--- src/rtl/alu_issue_pkg.sv ---
// Shared opcode, output-select and state encodings for the ALU issue/retire stage.
// Opcode layout is {arith_sel[1:0], out_sel[1:0]}.
package alu_issue_pkg;

   localparam logic [3:0] OP_ADD = 4'b0000;
   localparam logic [3:0] OP_SUB = 4'b0100;
   localparam logic [3:0] OP_INC = 4'b1000;
   localparam logic [3:0] OP_DEC = 4'b1100;
   localparam logic [3:0] OP_AND = 4'b0001;
   localparam logic [3:0] OP_OR  = 4'b0101;
   localparam logic [3:0] OP_XOR = 4'b1001;
   localparam logic [3:0] OP_SHR = 4'b0010;

   localparam logic [1:0] SEL_ARITH = 2'b00;
   localparam logic [1:0] SEL_LOGIC = 2'b01;
   localparam logic [1:0] SEL_SHIFT = 2'b10;
   localparam logic [1:0] SEL_RSVD  = 2'b11;

   typedef enum logic [1:0] {
      IDLE = 2'd0,
      EXEC = 2'd1,
      DONE = 2'd2
   } state_t;

   // Subtract and increment need cin=1; add and decrement (B=all ones) need cin=0.
   function automatic logic carry_in(input logic [1:0] arith_sel);
      return arith_sel[1] ^ arith_sel[0];
   endfunction

endpackage

--- src/rtl/alu_issue_sequencer_if.sv ---
// Operation intake, ALU drive/return and result handshake bundle for the issue stage.
// slave = the sequencer itself; master = the surrounding environment (producer, ALU, consumer).
interface alu_issue_sequencer_if #(
   parameter int N       = 6,
   parameter int SHAMT_W = 3
);
   logic               in_valid;
   logic               in_ready;
   logic [3:0]         in_op;
   logic [N-1:0]       in_a;
   logic [N-1:0]       in_b;
   logic [SHAMT_W-1:0] in_shamt;

   logic [N-1:0]       alu_a;
   logic [N-1:0]       alu_b;
   logic [1:0]         alu_sel;
   logic [1:0]         alu_sel1;
   logic               alu_cin;
   logic               alu_shin;
   logic [N-1:0]       alu_result;
   logic               alu_carry;

   logic               out_valid;
   logic               out_ready;
   logic [N-1:0]       out_result;
   logic               out_carry;
   logic               out_zero;
   logic               out_illegal;

   modport slave (
      input  in_valid, in_op, in_a, in_b, in_shamt,
      output in_ready,
      output alu_a, alu_b, alu_sel, alu_sel1, alu_cin, alu_shin,
      input  alu_result, alu_carry,
      output out_valid, out_result, out_carry, out_zero, out_illegal,
      input  out_ready
   );

   modport master (
      output in_valid, in_op, in_a, in_b, in_shamt,
      input  in_ready,
      input  alu_a, alu_b, alu_sel, alu_sel1, alu_cin, alu_shin,
      output alu_result, alu_carry,
      input  out_valid, out_result, out_carry, out_zero, out_illegal,
      output out_ready
   );
endinterface

--- src/rtl/alu_issue_sequencer.sv ---
// Issues one op to the external combinational ALU, iterates 1-bit shifts, registers result/flags.
// Latency: out_valid rises max(1,shamt) cycles after the accept edge.
// Backpressure: result held in DONE until out_ready; ALU_ISSUE_OVERLAP_EN lets DONE accept the next op.
module alu_issue_sequencer
   import alu_issue_pkg::*;
#(
   parameter int N       = 6,
   parameter int SHAMT_W = 3
) (
   input  logic clk,
   input  logic rst_n,
   alu_issue_sequencer_if.slave bus
);

   state_t             state;
   state_t             state_next;

   logic [3:0]         op_reg;
   logic [N-1:0]       a_reg;
   logic [N-1:0]       b_reg;
   logic [SHAMT_W-1:0] cnt;
   logic [N-1:0]       res_reg;
   logic               carry_reg;
   logic               zero_reg;
   logic               illegal_reg;

   logic               accept;
   logic               exec_last;
   logic [1:0]         sel;

   assign sel = op_reg[1:0];

   always_comb begin
      state_next  = state;
`ifdef ALU_ISSUE_OVERLAP_EN
      bus.in_ready = (state == IDLE) || ((state == DONE) && bus.out_ready);
`else
      bus.in_ready = (state == IDLE);
`endif
      accept    = bus.in_valid && bus.in_ready;
      // Only a shift with more than one step stays in EXEC.
      exec_last = (sel != SEL_SHIFT) || (cnt <= SHAMT_W'(1));
      case (state)
         IDLE: if (accept) state_next = EXEC;
         EXEC: if (exec_last) state_next = DONE;
         DONE: if (bus.out_ready) state_next = accept ? EXEC : IDLE;
         default: state_next = IDLE;
      endcase
   end

   always_ff @(posedge clk or negedge rst_n) begin
      if (!rst_n) state <= IDLE;
      else        state <= state_next;
   end

   always_ff @(posedge clk or negedge rst_n) begin
      if (!rst_n) begin
         op_reg      <= '0;
         a_reg       <= '0;
         b_reg       <= '0;
         cnt         <= '0;
         res_reg     <= '0;
         carry_reg   <= 1'b0;
         zero_reg    <= 1'b0;
         illegal_reg <= 1'b0;
      end else if (accept) begin
         op_reg      <= bus.in_op;
         a_reg       <= bus.in_a;
         b_reg       <= bus.in_b;
         cnt         <= bus.in_shamt;
         illegal_reg <= 1'b0;
      end else if (state == EXEC) begin
         case (sel)
            SEL_RSVD: begin
               res_reg     <= '0;
               carry_reg   <= 1'b0;
               zero_reg    <= 1'b1;
               illegal_reg <= 1'b1;
            end
            SEL_SHIFT: begin
               if (cnt == '0) begin
                  res_reg   <= a_reg;
                  carry_reg <= 1'b0;
                  zero_reg  <= (a_reg == '0);
               end else begin
                  // a_reg feeds the ALU back each step; the last step also lands in the result.
                  a_reg <= bus.alu_result;
                  cnt   <= cnt - 1'b1;
                  if (cnt == SHAMT_W'(1)) begin
                     res_reg   <= bus.alu_result;
                     carry_reg <= 1'b0;
                     zero_reg  <= (bus.alu_result == '0);
                  end
               end
            end
            default: begin
               res_reg   <= bus.alu_result;
               carry_reg <= (sel == SEL_ARITH) ? bus.alu_carry : 1'b0;
               zero_reg  <= (bus.alu_result == '0);
            end
         endcase
      end
   end

   assign bus.alu_a       = a_reg;
   assign bus.alu_b       = b_reg;
   assign bus.alu_sel     = op_reg[3:2];
   assign bus.alu_sel1    = op_reg[1:0];
   assign bus.alu_cin     = carry_in(op_reg[3:2]);
   assign bus.alu_shin    = a_reg[N-1];

   assign bus.out_valid   = (state == DONE);
   assign bus.out_result  = res_reg;
   assign bus.out_carry   = carry_reg;
   assign bus.out_zero    = zero_reg;
   assign bus.out_illegal = illegal_reg;

endmodule

--- src/flat_wrapper.sv ---
// flat-port wrapper written by rule: the top's interface ports become plain ports
module alu_issue_sequencer_flat import alu_issue_pkg::*;
#(
   parameter int N       = 6,
   parameter int SHAMT_W = 3
)
  (clk, rst_n, bus_in_valid, bus_in_op, bus_in_a, bus_in_b, bus_in_shamt, bus_in_ready, bus_alu_a, bus_alu_b, bus_alu_sel, bus_alu_sel1, bus_alu_cin, bus_alu_shin, bus_alu_result, bus_alu_carry, bus_out_valid, bus_out_result, bus_out_carry, bus_out_zero, bus_out_illegal, bus_out_ready);
  alu_issue_sequencer_if #(.N(N), .SHAMT_W(SHAMT_W)) bus_i ();
  input  logic clk;
  input  logic rst_n;
  input wire logic [$bits(bus_i.in_valid)-1:0] bus_in_valid;
  input wire logic [$bits(bus_i.in_op)-1:0] bus_in_op;
  input wire logic [$bits(bus_i.in_a)-1:0] bus_in_a;
  input wire logic [$bits(bus_i.in_b)-1:0] bus_in_b;
  input wire logic [$bits(bus_i.in_shamt)-1:0] bus_in_shamt;
  output wire logic [$bits(bus_i.in_ready)-1:0] bus_in_ready;
  output wire logic [$bits(bus_i.alu_a)-1:0] bus_alu_a;
  output wire logic [$bits(bus_i.alu_b)-1:0] bus_alu_b;
  output wire logic [$bits(bus_i.alu_sel)-1:0] bus_alu_sel;
  output wire logic [$bits(bus_i.alu_sel1)-1:0] bus_alu_sel1;
  output wire logic [$bits(bus_i.alu_cin)-1:0] bus_alu_cin;
  output wire logic [$bits(bus_i.alu_shin)-1:0] bus_alu_shin;
  input wire logic [$bits(bus_i.alu_result)-1:0] bus_alu_result;
  input wire logic [$bits(bus_i.alu_carry)-1:0] bus_alu_carry;
  output wire logic [$bits(bus_i.out_valid)-1:0] bus_out_valid;
  output wire logic [$bits(bus_i.out_result)-1:0] bus_out_result;
  output wire logic [$bits(bus_i.out_carry)-1:0] bus_out_carry;
  output wire logic [$bits(bus_i.out_zero)-1:0] bus_out_zero;
  output wire logic [$bits(bus_i.out_illegal)-1:0] bus_out_illegal;
  input wire logic [$bits(bus_i.out_ready)-1:0] bus_out_ready;
  assign bus_i.in_valid = bus_in_valid;
  assign bus_i.in_op = bus_in_op;
  assign bus_i.in_a = bus_in_a;
  assign bus_i.in_b = bus_in_b;
  assign bus_i.in_shamt = bus_in_shamt;
  assign bus_in_ready = bus_i.in_ready;
  assign bus_alu_a = bus_i.alu_a;
  assign bus_alu_b = bus_i.alu_b;
  assign bus_alu_sel = bus_i.alu_sel;
  assign bus_alu_sel1 = bus_i.alu_sel1;
  assign bus_alu_cin = bus_i.alu_cin;
  assign bus_alu_shin = bus_i.alu_shin;
  assign bus_i.alu_result = bus_alu_result;
  assign bus_i.alu_carry = bus_alu_carry;
  assign bus_out_valid = bus_i.out_valid;
  assign bus_out_result = bus_i.out_result;
  assign bus_out_carry = bus_i.out_carry;
  assign bus_out_zero = bus_i.out_zero;
  assign bus_out_illegal = bus_i.out_illegal;
  assign bus_i.out_ready = bus_out_ready;
  alu_issue_sequencer #(.N(N), .SHAMT_W(SHAMT_W)) u_core (.clk(clk), .rst_n(rst_n), .bus(bus_i));
endmodule
--- config.mk ---
export PLATFORM = sky130hd
export DESIGN_NAME = alu_issue_sequencer_flat
export DESIGN_NICKNAME = d
export VERILOG_FILES = /design/src/rtl/alu_issue_pkg.sv /design/src/rtl/alu_issue_sequencer_if.sv /design/src/rtl/alu_issue_sequencer.sv /design/src/flat_wrapper.sv
export SDC_FILE = /design/constraint.sdc
export NUM_CORES = 1
export LEC_CHECK = 0
export CAP_MARGIN = 20
export CELL_PAD_IN_SITES_DETAIL_PLACEMENT = 1
export CELL_PAD_IN_SITES_GLOBAL_PLACEMENT = 2
export CORE_MARGIN = 2
export CORE_UTILIZATION = 27
export DETAILED_ROUTE_END_ITERATION = 12
export PLACE_DENSITY = 0.95
export SLEW_MARGIN = 5
export SYNTH_ARGS = -nofsm -noshare
export SYNTH_HDL_FRONTEND = slang
export SYNTH_SLANG_ARGS = --single-unit
export TNS_END_PERCENT = 30
--- constraint.sdc ---
create_clock -name clk -period 3.5 [get_ports clk]
set_input_delay 0.35 -clock clk [delete_from_list [all_inputs] [get_ports clk]]
set_output_delay 0.35 -clock clk [all_outputs]
set_load 0.005 [all_outputs]
=== Word level (Yosys, flattened, before mapping) ===
Index checks and enable logic that the tools add are counted.

* Register bits: 30
* Input bits: 30
* Output and inout bits: 29
* Logic and storage cells: 64

* Add/subtract/negate cells: 1
* Order comparisons: 1
* Equality and inequality tests: 11
* Multiplexer cells: 26
* Bitwise logic cells: 2
* Reduce and logical (&&, ||, !) cells: 14

{| class="wikitable"
|+ Operator list
! cell !! count
|-
| $mux 6 || 6
|-
| $logic_not 6->1 || 2
|-
| $mux 3 || 4
|-
| $pmux 6 s2 || 1
|-
| $mux 1 || 9
|-
| $reduce_and 3->1 || 3
|-
| $ne 2x1->1 const B || 4
|-
| $eq 2x2->1 const B || 3
|-
| $mux 2 || 3
|-
| $pmux 2 s3 || 1
|-
| $reduce_bool 2->1 || 3
|-
| $logic_not 2->1 || 2
|-
| $pmux 1 s2 || 2
|-
| $eq 3x1->1 const B || 1
|-
| $le 3x1->1 const B || 1
|-
| $logic_not 3->1 || 1
|-
| $ne 3x1->1 const B || 1
|-
| $sub 3x1->3 const B || 1
|-
| $eq 2x1->1 const B || 1
|-
| $ne 2x2->1 const B || 1
|-
| $reduce_and 2->1 || 1
|-
| $logic_and 1x1->1 || 1
|-
| $logic_or 1x1->1 || 1
|-
| $not 1->1 || 1
|-
| $xor 1x1->1 || 1
|}

=== Logic depth before layout (Yosys ltp) ===
* Depth in word-level cells: 5
* Gate-level depth with buffers: 7

=== Worst setup path before layout ===
OpenSTA, ideal clock, no wires.

* Kind: register -> register
* From: reg u_core.cnt[0]
* To: reg u_core.res_reg[3] (netlist: u_core.bus.out_result[3])
* Data arrival time: 1.495 ns
* Required time: 3.427 ns
* Slack: 1.931 ns
* Cell stages (with the launch flop): 8
* Buffers on the path: 1
* Path through: dfrtp_1 -> inv_1 -> ha_1 -> nor2b_1 -> and3_1 -> clkbuf_1 -> a22oi_1 -> a21oi_2

* Word-level cells in the longest chain between the ends: 3
* Elaborated cells on any way between the ends: 6
* Classes of those cells: eq/ne (2); mux (2); reduce/logical (2)

{| class="wikitable"
|+ Ends and longest elaborated chain
! element !! RTL line !! text
|-
| start: declaration || alu_issue_sequencer.sv:21 || <nowiki>logic [SHAMT_W-1:0] cnt;</nowiki>
|-
| start signal: assignment || alu_issue_sequencer.sv:70 || <nowiki>cnt <= bus.in_shamt;</nowiki>
|-
| start signal: assignment || alu_issue_sequencer.sv:88 || <nowiki>cnt <= cnt - 1'b1;</nowiki>
|-
| $eq 3x1->1 or $logic_not 3->1 (tied branches) || alu_issue_sequencer.sv:89, alu_issue_sequencer.sv:81 ||
|-
| $ne 3x1->1 (no source line) or $mux 6 (tied branches) || n/a ||
|-
| $reduce_and 3->1 (no source line) or $pmux 6 s2 (tied branches) || n/a ||
|-
| end signal: assignment || alu_issue_sequencer.sv:82 || <nowiki>res_reg <= a_reg;</nowiki>
|-
| end signal: assignment || alu_issue_sequencer.sv:90 || <nowiki>res_reg <= bus.alu_result;</nowiki>
|-
| end signal: assignment || alu_issue_sequencer.sv:97 || <nowiki>res_reg <= bus.alu_result;</nowiki>
|-
| end: declaration || alu_issue_sequencer.sv:22 || <nowiki>logic [N-1:0] res_reg;</nowiki>
|}

Several ways; a longest one is shown, not always the timed one.
A chain may end at the register's enable or synchronous reset.

=== Worst setup path after layout ===
* From: reg u_core.state[1]
* To: out bus_in_ready

* Word-level cells in the longest chain between the ends: 1

{| class="wikitable"
|+ Ends and longest elaborated chain
! element !! RTL line !! text
|-
| start: declaration || alu_issue_sequencer.sv:15 || <nowiki>state_t state;</nowiki>
|-
| start signal: assignment || alu_issue_sequencer.sv:53 || <nowiki>else state <= state_next;</nowiki>
|-
| $logic_not 2->1 || alu_issue_sequencer.sv:38 || <nowiki>bus.in_ready = (state == IDLE);</nowiki>
|-
| end: declaration || flat_wrapper.sv:16 || <nowiki>output wire logic [$bits(bus_i.in_ready)-1:0] bus_in_ready;</nowiki>
|}

No other way between the ends.

==> results.yml <==
outcome:
  status: "completed"
routing:
  vias_per_cell: 4.44
  drt_pass1_iterations: 4
  routed.top_layer: "met4"
  wl_per_cell_um: 13.6
  met2_length_um: 1920
  drc_errors: 0
  drt_iter0_markers: 41
  via_count: 1253
  ant_nets: 0
  drt_wl_total_um: 3820
  met3RoutedLength_um: 134
  wirelength_met1_um: 1680
die:
  core_area_um2: 5170
  die_area_um2: 6060
  start_util: 0.285
  num_rows: 26
  die_h_um: 77.9
  die_w_um: 77.9
  ioPinCount: 59
clock_tree:
  cts_resized: 0
  tritoncts: "yes"
  clock_sinks: 30
  cts_hold_buffers: 0
  clock_latency_ns: 0.28
  path_clk_slew_ns: 0.06
  htreeDepth: 2
  postCtsSetupRepairBufs: 0
  cts-root-buf: "clkbuf_8"
  cts_buffers: 5
  cts_buffer_depth: 2
sta:
  maxSlewViolCount: 0
  clock_skew_ns: 0.00566
  slew-limit-headroom: 0.399
  rsz0062_at_grt: "no"
  finalWorstPathRequiredPeriod_ns: 1.88
  max_freq_ghz: 0.531
  fin_crit_sh: 0.538
  worstMarginPinSlew_ns: 0.902
  setup_violations: 0
  finalSetupTns_ns: 0
  hold_viol: 0
finish:
  drive_gt1_frac: 0.0755
  final_cell_area_um2: 2190
  n_antenna_cell: 0
  area_growth_pct: 48.9
  layout_commonest_cell: "clkdlybuf4s50_1"
  fin_nets: 244
  final_cell_mix: "58 x clkdlybuf4s50_1, 40 x nand2_1, 30 x dfrtp_1, 13 x o21ai_0, 11 x nor2_1"
critical_path:
  endpoint: "bus_in_ready"
  cp.arrival_ns: 1.53
  reg2reg_to: "u_core.cnt[2]$_DFFE_PN0P_"
  start_kind: "flop"
  worstSetupStartpoint: "u_core.state[1]$_DFFE_PN0P_"
  reg2reg_slack_ns: 1.65
  worstPathMaxFanout: 5
  crit_type: "flop to output port"
  timing.rr.start: "u_core.state[1]$_DFFE_PN0P_"
  cp.required_ns: 3.15
  end_kind: "output port"
  worstRegToRegCells: 3
grt:
  overflow: 0
  antenna_found_initial: 0
  grt_pass1_wl_um: 6430
  grtUsageTotal: 0.136
  grt_pass1_vias: 1284
  grt_max_degree: 31
pwr:
  switching_share: 0.359
  power-per-cell-area_nw_per_um2: 841
  intPower_mw: 1.18
  total_leakage_power_nw: 0.980
  pwr-share-seq: 0.358
  p_clk_frac: 0.153
  p_sw_uw: 661
  ir_drop_mv: 0.218
  pwr-share-comb: 0.489
placed_design:
  place.gp.congestion: 0.746
  place_area_um2: 2100
  io_buffer_count: 58
  hpwl_um: 2980
synthesis:
  netlist_instances: 153
  ys_ff_latch: 30
  syn_avg_cell_area_um2: 9.63
  synth_area_um2: 1470
  synth_largest_area_cell: "dfrtp_1"
  ys_seq_area_frac: 0.510
  synth_top_area_frac: 0.510
  synth_nets: 186
  yosysWarningCount: 0
  yosysUniqueCellTypes: 32
  ys_top_cells_by_area: "dfrtp_1 51%, nand2_1 10%, o21ai_0 4.4%"
hold_path:
  hp-class: "primary input to asynchronous set/reset pin"
run:
  cap_violations: 0
[worst max-delay path, cell delays in order (launching register included)]
cell	delay, ns
dfrtp_1	0.44
nor2_1	0.25
clkdlybuf4s50_1	0.56
[per-layer routing]
layer | track usage | vias to the layer above
met5 | 0 | -
met2 | 0.223 | 25
met4 | 0.0696 | 0
li1 | - | 632
met3 | 0.0314 | 7
met1 | 0.165 | 589
[metrics by stage]
| step | power [mW] | hold WS [ns] | std cells | setup WS [ns] | util |
|---|---|---|---|---|---|
| 2_1_floorplan | 1.12 | 0.0544 | 153 | 1.93 | - |
| 3_3_place_gp | 1.55 | 0.459 | 274 | 1.59 | 0.406 |
| 3_5_place_dp | 1.59 | 0.472 | 274 | 1.50 | 0.406 |
| 4_1_cts | 1.88 | 0.467 | 282 | 1.59 | 0.424 |
| 5_1_grt | 2.00 | 0.492 | 282 | 1.43 | 0.424 |
| 6_report | 1.84 | 0.455 | 282 | 1.62 | 0.424 |
[cell type report]
class | count | area [um2]
fill | 593 | 2980
timing repair buffer | 59 | 588
multi-input combinational | 109 | 652
clock inverter | 1 | 5.00
tap | 70 | 87.6
inverter | 6 | 22.5
sequential | 30 | 751
clock buffer | 7 | 86.3
[synth_stat cells]
cell and number:
and3_1 1, nand2_1 40, a22o_1 1, a32o_1 1
and2_1 1, xor2_1 2, a31oi_1 1, dfrtp_1 30
xnor2_1 1, clkbuf_1 3, nor2_1 11, mux2_4 1
buf_2 2, mux2i_1 6, nor2b_1 2, nor4_1 2
inv_1 6, a21oi_2 2, a21oi_1 5, or4_1 1
a22oi_1 6, nand3_1 3, o21ai_0 13, and4bb_2 1
nand2_4 1, nand2b_1 1, a311oi_4 1, buf_6 1
o21bai_4 1, buf_4 2, ha_1 3, o21ai_2 1
[power by group through the flow]
stage	Sequential [mW]	Combinational [mW]	Clock (mW)
floorplan	0.643	0.476	0
global placement	0.665	0.884	0
detailed placement	0.673	0.916	0
CTS	0.667	0.921	0.293
global route	0.693	0.998	0.307
finish	0.661	0.901	0.282
[worst min-delay path by stage]
stage	cells past startpoint	end	slack, ns	start
finish	2	u_core.op_reg[2]$_DFFE_PN0P_	0.46	rst_n
global placement	2	u_core.bus.alu_b[5]$_DFFE_PN0P_	0.46	u_core.bus.alu_b[5]$_DFFE_PN0P_
detailed placement	2	u_core.bus.alu_b[1]$_DFFE_PN0P_	0.47	u_core.bus.alu_b[1]$_DFFE_PN0P_
floorplan	0	u_core.bus.alu_a[0]$_DFFE_PN0P_	0.05	rst_n
global route	2	u_core.op_reg[2]$_DFFE_PN0P_	0.49	rst_n
CTS	2	u_core.op_reg[2]$_DFFE_PN0P_	0.47	rst_n
[cell families after synthesis]
kind of cell	after synthesis	share of synthesized area
AOI/OAI and AO/OA	32	0.157
xor gates and xnor gates	3	0.0178
adders and majority gates	3	0.0255
DFF	30	0.510
and+or+nand+nor	64	0.191
muxes	7	0.0510
buffers and inverters	14	0.0476
(Power assumes the default switching activity.)
